**config.mk**
```make
export PLATFORM = sky130hd
export DESIGN_NAME = pe_host_sequencer
export DESIGN_NICKNAME = d
export VERILOG_FILES = /design/src/rtl/pe_seq_pkg.sv /design/src/rtl/pe_seq_buf.sv /design/src/rtl/pe_host_sequencer.sv
export SDC_FILE = /design/constraint.sdc
export NUM_CORES = 1
export LEC_CHECK = 0
export ABC_AREA = 0
export ABC_CLOCK_PERIOD_IN_PS = 2500
export BUFFER_PORTS_ARGS = -buffer_cell sky130_fd_sc_hd__buf_2
export CAP_MARGIN = 15
export CORE_AREA = 2 2 163 165
export DETAILED_ROUTE_END_ITERATION = 8
export DIE_AREA = 0 0 165 167
export GPL_TIMING_DRIVEN = 0
export MAX_ROUTING_LAYER = met4
export PLACE_DENSITY = 0.75
export SKIP_LAST_GASP = 1
export SYNTH_ARGS = -nofsm -noshare
export SYNTH_HDL_FRONTEND = slang
export SYNTH_SLANG_ARGS = --single-unit
```
**constraint.sdc**
```tcl
create_clock -name clk -period 2.5 [get_ports clk]
set_input_delay 0.125 -clock clk [delete_from_list [all_inputs] [get_ports clk]]
set_output_delay 0.125 -clock clk [all_outputs]
set_load 0.1 [all_outputs]
```
**src/rtl/pe_seq_pkg.sv**
```systemverilog
// Shared types and frame helpers for the reversible_pe host sequencer.
package pe_seq_pkg;

    localparam int SEQ_DW = 18;
    localparam int SEQ_AW = 4;
    localparam int SEQ_FW = SEQ_DW + SEQ_AW + 3;

    localparam logic [1:0] OP_WR = 2'b10;
    localparam logic [1:0] OP_RD = 2'b01;

    typedef enum logic [3:0] {
        IDLE,
        WR_ISS,
        WR_WAIT,
        KICK_ISS,
        KICK_WAIT,
        DRAIN,
        RD_ISS,
        RD_WAIT,
        FIN
    } state_e;

    function automatic logic [SEQ_FW-1:0] mk_frame(input logic [1:0]        op,
                                                   input logic [SEQ_AW-1:0] addr,
                                                   input logic [SEQ_DW-1:0] data);
        return {op, addr, 1'b0, data};
    endfunction

endpackage

```
**src/rtl/pe_seq_buf.sv**
```systemverilog
// DEPTH x DW register array: one synchronous write port, one asynchronous read port.
module pe_seq_buf
    import pe_seq_pkg::*;
#(
    parameter int DW    = SEQ_DW,
    parameter int DEPTH = 8
) (
    input  logic                     clk,
    input  logic                     wr_en,
    input  logic [$clog2(DEPTH)-1:0] wr_addr,
    input  logic [DW-1:0]            wr_data,
    input  logic [$clog2(DEPTH)-1:0] rd_addr,
    output logic [DW-1:0]            rd_data
);

    logic [DW-1:0] mem [DEPTH];

    always_ff @(posedge clk) begin
        if (wr_en) begin
            mem[wr_addr] <= wr_data;
        end
    end

    assign rd_data = mem[rd_addr];

endmodule

```
**src/rtl/pe_host_sequencer.sv**
```systemverilog
// Runs one reversible_pe job over host_spi: write operands, kick, drain, read results.
module pe_host_sequencer
    import pe_seq_pkg::*;
#(
    parameter int            DW        = SEQ_DW,
    parameter int            AW        = SEQ_AW,
    parameter int            DEPTH     = 8,
    parameter int            KICK_ADDR = 0,
    parameter logic [DW-1:0] KICK_DATA = 'h20000,
    parameter int            TIMEOUT   = 4096
) (
    input  logic                       clk,
    input  logic                       rst,
    input  logic                       op_wr_en,
    input  logic [$clog2(DEPTH)-1:0]   op_wr_addr,
    input  logic [DW-1:0]              op_wr_data,
    input  logic [$clog2(DEPTH+1)-1:0] num_words,
    input  logic [15:0]                wait_cycles,
    input  logic                       go,
    output logic                       busy,
    output logic                       done,
    output logic                       err,
    input  logic [$clog2(DEPTH)-1:0]   res_rd_addr,
    output logic [DW-1:0]              res_rd_data,
    output logic                       spi_start,
    output logic [DW+AW+2:0]           spi_tx_data,
    input  logic                       spi_complete,
    input  logic [DW-1:0]              spi_rx_data,
    input  logic                       spi_rx_valid
);

    localparam int IW = $clog2(DEPTH);
    localparam int NW = $clog2(DEPTH+1);
    localparam int TW = $clog2(TIMEOUT+1);

    state_e          state, state_n;
    logic [IW-1:0]   idx;
    logic [NW-1:0]   num_lat;
    logic [15:0]     wait_lat;
    logic [15:0]     drain_cnt;
    logic [TW-1:0]   tmo_cnt;
    logic [DW-1:0]   op_rd_data;
    logic            go_acc;
    logic            last;
    logic            wait_st;
    logic            wait_evt;
    logic            tmo_hit;
    logic            op_we;
    logic            res_we;

    // A go landing in the done cycle is dropped so back-to-back pulses never chain jobs.
    assign go_acc   = go && (state == IDLE) && !done;
    assign last     = (NW'(idx) == (num_lat - NW'(1)));
    assign wait_st  = (state == WR_WAIT) || (state == KICK_WAIT) || (state == RD_WAIT);
    assign wait_evt = (state == RD_WAIT) ? spi_rx_valid : spi_complete;
    assign tmo_hit  = wait_st && !wait_evt && (tmo_cnt == TW'(TIMEOUT - 1));
    assign op_we    = op_wr_en && (state == IDLE);
    assign res_we   = (state == RD_WAIT) && spi_rx_valid;

    pe_seq_buf #(.DW(DW), .DEPTH(DEPTH)) u_op_buf (
        .clk     (clk),
        .wr_en   (op_we),
        .wr_addr (op_wr_addr),
        .wr_data (op_wr_data),
        .rd_addr (idx),
        .rd_data (op_rd_data)
    );

    pe_seq_buf #(.DW(DW), .DEPTH(DEPTH)) u_res_buf (
        .clk     (clk),
        .wr_en   (res_we),
        .wr_addr (idx),
        .wr_data (spi_rx_data),
        .rd_addr (res_rd_addr),
        .rd_data (res_rd_data)
    );

    always_ff @(posedge clk) begin
        if (rst) begin
            state <= IDLE;
        end else begin
            state <= state_n;
        end
    end

    always_comb begin
        state_n = state;
        case (state)
            IDLE:      if (go_acc) state_n = (num_words == '0) ? FIN : WR_ISS;
            WR_ISS:    state_n = WR_WAIT;
            WR_WAIT: begin
                if (spi_complete) state_n = last ? KICK_ISS : WR_ISS;
                else if (tmo_hit) state_n = FIN;
            end
            KICK_ISS:  state_n = KICK_WAIT;
            KICK_WAIT: begin
                if (spi_complete) state_n = (wait_lat == 16'd0) ? RD_ISS : DRAIN;
                else if (tmo_hit) state_n = FIN;
            end
            DRAIN:     if (drain_cnt == 16'd1) state_n = RD_ISS;
            RD_ISS:    state_n = RD_WAIT;
            RD_WAIT: begin
                if (spi_rx_valid) state_n = last ? FIN : RD_ISS;
                else if (tmo_hit) state_n = FIN;
            end
            FIN:       state_n = IDLE;
            default:   state_n = IDLE;
        endcase
    end

    // The frame is a pure function of state and idx, so it stays put for the whole frame.
    always_comb begin
        spi_start   = 1'b0;
        spi_tx_data = '0;
        case (state)
            WR_ISS, WR_WAIT:     spi_tx_data = mk_frame(OP_WR, AW'(idx), op_rd_data);
            KICK_ISS, KICK_WAIT: spi_tx_data = mk_frame(OP_WR, AW'(KICK_ADDR), KICK_DATA);
            RD_ISS, RD_WAIT:     spi_tx_data = mk_frame(OP_RD, AW'(idx), '0);
            default:             spi_tx_data = '0;
        endcase
        spi_start = (state == WR_ISS) || (state == KICK_ISS) || (state == RD_ISS);
    end

    always_ff @(posedge clk) begin
        if (go_acc) begin
            num_lat  <= num_words;
            wait_lat <= wait_cycles;
            idx      <= '0;
        end
        case (state)
            WR_WAIT:   if (spi_complete) idx <= last ? '0 : idx + IW'(1);
            RD_WAIT:   if (spi_rx_valid) idx <= idx + IW'(1);
            KICK_WAIT: if (spi_complete) drain_cnt <= wait_lat;
            DRAIN:     drain_cnt <= drain_cnt - 16'd1;
            default:   ;
        endcase
        if (spi_start) begin
            tmo_cnt <= '0;
        end else if (wait_st) begin
            tmo_cnt <= tmo_cnt + TW'(1);
        end
    end

    always_ff @(posedge clk) begin
        if (rst) begin
            busy <= 1'b0;
            done <= 1'b0;
            err  <= 1'b0;
        end else begin
            done <= (state == FIN);
            if (go_acc) begin
                busy <= 1'b1;
            end else if (state == FIN) begin
                busy <= 1'b0;
            end
            if (go_acc) begin
                err <= 1'b0;
            end else if (tmo_hit) begin
                err <= 1'b1;
            end
        end
    end

endmodule

```
==> metrics.md <==
| Metric | Value |
|---|---|
| Status | finished, final reports clean |
| Critical path's top delay family | buffers and inverters |
| Predominant post-synthesis flop cell | edfxtp_1 |
| Crit path from | state[1] |
| Capture point of the worst path | spi_start |
| Net Sw Frac | 0.2517 |
| Worst path cell trace | buf_2, buf_2, nand3_1, a21oi_1, clkbuf_2, buf_4 |
| Post-synth top cells | edfxtp_1, a22oi_1, nor2_1, mux4_2, dfxtp_1 |
| WL per Instance | 21.61 um |
| Rows | 59 |
| Final Util | 0.6717 |
| Hpwl dp | 18,550 um |
| Clock tree buffer depth | 3 |
| Clock Root Buffer | clkbuf_16 |
| Net Switching | 3.324 mW |
| Worst path slowest cell | a21oi_1 |
| Peak VDD IR | 485.4 uV |
| Antenna cells | 0 |
| WP data arrival | 2340 ps |
| Setup Skew | 18.00 ps |
| Share of cells above drive strength 1 | 0.3149 |
| Clock share of power | 0.372 |
| Synth area leader | edfxtp_1 |
| Largest net degree at the start of global routing | 22 |
| Core Footprint | 25,760 um2 |
| Area contributors post-synth | edfxtp_1, mux4_2, a22oi_1 |
| CTS tree | built |
| First-pass GRT wire length | 46,180 um |
| I/O Pins | 115 |
| Final period util | 0.9841 |
| Crit-path max FO | 10 |
| Initial Util | 0.5347 |
| Nets | 1,097 |
| Fillers | 1,707 |
| PD cells | 763.1 nW/um2 |
| Cell area after synthesis | 13,780 um2 |
| Initial antenna violation count | 0 |
| Cell mode on critical path | buf_2 |
| Worst EP required | 2380 ps |
| Register bit total from synthesis | 347 |
| Leak | 5.742 nW |
| H-tree depth | 2 |
| Worst setup SP type | flip-flop |
| Synthesis-to-layout area growth | 25.61% |
| CTS buffer count | 36 |
| Tmin final | 2460 ps |
| Vias in the first global route | 8,308 |
| Design Power | 13.20 mW |
| Sequential share of power | 0.495 |
| Worst setup EP type | primary output |
| Antenna viol nets, final | 0 |
| Max-cap viol count | 0 |
| Yosys top cell area share | 0.7063 |
| R2R Path Start | state[1] |
| EDFF count, synth | 324 |
| Syn Inst Count | 795 |
| Internal power | 9.881 mW |
| Worst-path clk slew | 60 ps |
| Via density | 5.816 |
| DRC viols | 0 |
| PortBufs | 108 |
| Sequential element share of the synthesized area | 0.7397 |
| RePlAce Congestion | 0.8543 |
| Gr ovfl total | 0 |
| Routed wire length | 29,950 um |
| Worst R2R Path Depth | 6 |
| Slew @ Worst Pin | 854.7 ps |
| Min-delay src | go |
| Ys Warns | 0 |
| Critical Setup Path Class | flip-flop to primary output |
| Final Max Slew Viols | 0 |
| Slew HR | 0.4271 |
| Die X-Extent | 165 um |
| Crit path buffers/inverters | 4 |
| Reg2reg end | u_res_buf.mem[3][11] |
| Avg Cell Area, Syn | 17.33 um2 |
| Die Area | 27,560 um2 |
| TNS Setup | 0 ps |
| Gate power share | 0.133 |
| DIE HEIGHT | 167 um |
| Post-synth ARST share | 0 |
| Most common cell in the netlist | edfxtp_1 |
| Max Clock Freq | 406.5 MHz |
| Distinct cells, synth | 65 |
| Reg2reg setup slack | 160 ps |
| CTS Sinks | 347 |
| Critical path depth | 6 |
| GRT Util Overall | 0.2298 |
| Via Count | 8,061 |
| Fin. Hold Viols | 0 |
| RSZ-0062 raised after global routing | yes |
| HP Class | input port to flip-flop |
| Largest stage delay on the critical path | 340 ps |
| Setup violators final | 0 |
| Worst-Skew Late Latency | 520 ps |
| DRT iter0 DRCs | 707 |
| Pre-Repair DR Iteration Count | 5 |
-- logic make-up (layout without fill, tap and decap cells) --
group           after synthesis  after routing  share of synthesized area
compound gates              141            141                    0.07557
xor+xnor                     30             30                    0.02007
fa+ha+maj                     5              5                   0.004541
buf+inv                      53            308                    0.01853
flops                       347            347                     0.7397
mux                          57             57                    0.07602
other cells                   1              2                  0.0002722
simple gates                161            161                    0.06530
-- power groups by stage --
stage / logic [mW] / registers [mW] / clock network, mW
4_1_cts: 1.69 / 6.54 / 5.01
3_5_place_dp: 1.51 / 6.66 / 0
2_1_floorplan: 1.10 / 6.66 / 0
6_report: 1.75 / 6.54 / 4.91
5_1_grt: 1.84 / 6.54 / 5.26
3_3_place_gp: 1.46 / 6.66 / 0
-- worst register-to-register path, stage by stage, from the launching register on --
cell     delay, ps
dfxtp_1        300
buf_2          200
and2_1         270
nand3_1        260
nor3_2         620
buf_6          250
buf_6          160
-- timing repair --
action	4_1_cts	5_1_grt
hold buffers	57	0
resized for setup	80	31
endpoints found under the hold margin	312	0
pin swaps	7	6
gates cloned	0	0
buffers inserted	8	4
setup endpoints to repair	164	137
-- flip-flops by register name, indices dropped and copies added, names as in the netlist, 3 cells and up --
name,flops
u_op_buf.mem,144
u_res_buf.mem,144
drain_cnt,16
wait_lat,16
tmo_cnt,13
num_lat,4
state,4
idx,3
-- final cells by class --
type                       count  area, um2  share of cell area
sequential                   347      10200              0.5892
clock buffer                  51      987.2             0.05705
inverter                      11      46.29            0.002675
timing repair buffer         190       1609             0.09299
buffer                        42      291.5             0.01685
multi-input combinational    396       3649              0.2108
tap                          335      419.2             0.02422
clock inverter                14      106.4            0.006146
-- through the flow --
step	cells	setup slack [ps]	hold slack, ps	instance area [um2]
floorplan	796	-547.5	223.9	13880
global placement	1239	-1516	302.3	14840
detailed placement	1252	-672.3	303.5	15110
CTS	1382	-153.9	10.86	17100
global route	1386	-140.4	31.28	17300
finish	1386	39.83	26.78	17300
-- per-layer routing --
metal  routed length, um  part of all wire  global-route usage  vias up
met4                 641             0.021             0.07335        0
met1               12450              0.42              0.3037     4044
li1                    -                 -                   -     3684
met2               15080              0.50              0.3658      281
met3                1775             0.059             0.03960       52
met5                   0                 0                   -        -
-- worst min path at each step --
stage	to	depth (start not counted)
floorplan	num_lat[0]	0
global placement	wait_lat[11]	1
detailed placement	wait_lat[14]	1
CTS	busy	3
global route	busy	3
finish	busy	3
-- layout by cell type, fill, tap and decap left out, types with 21 or more instances in the layout --
| master | Yosys | routed |
|---|---|---|
| edfxtp_1 | 324 | 324 |
| buf_2 | 21 | 96 |
| a22oi_1 | 67 | 67 |
| dlygate4sd3_1 | 0 | 57 |
| nor2_1 | 51 | 44 |
| mux4_2 | 36 | 36 |
| clkbuf_16 | 0 | 36 |
| buf_6 | 2 | 28 |
| buf_4 | 4 | 23 |
| clkbuf_1 | 10 | 21 |
| mux2_2 | 21 | 21 |
No activity file was read; power rests on OpenSTA's default activity.
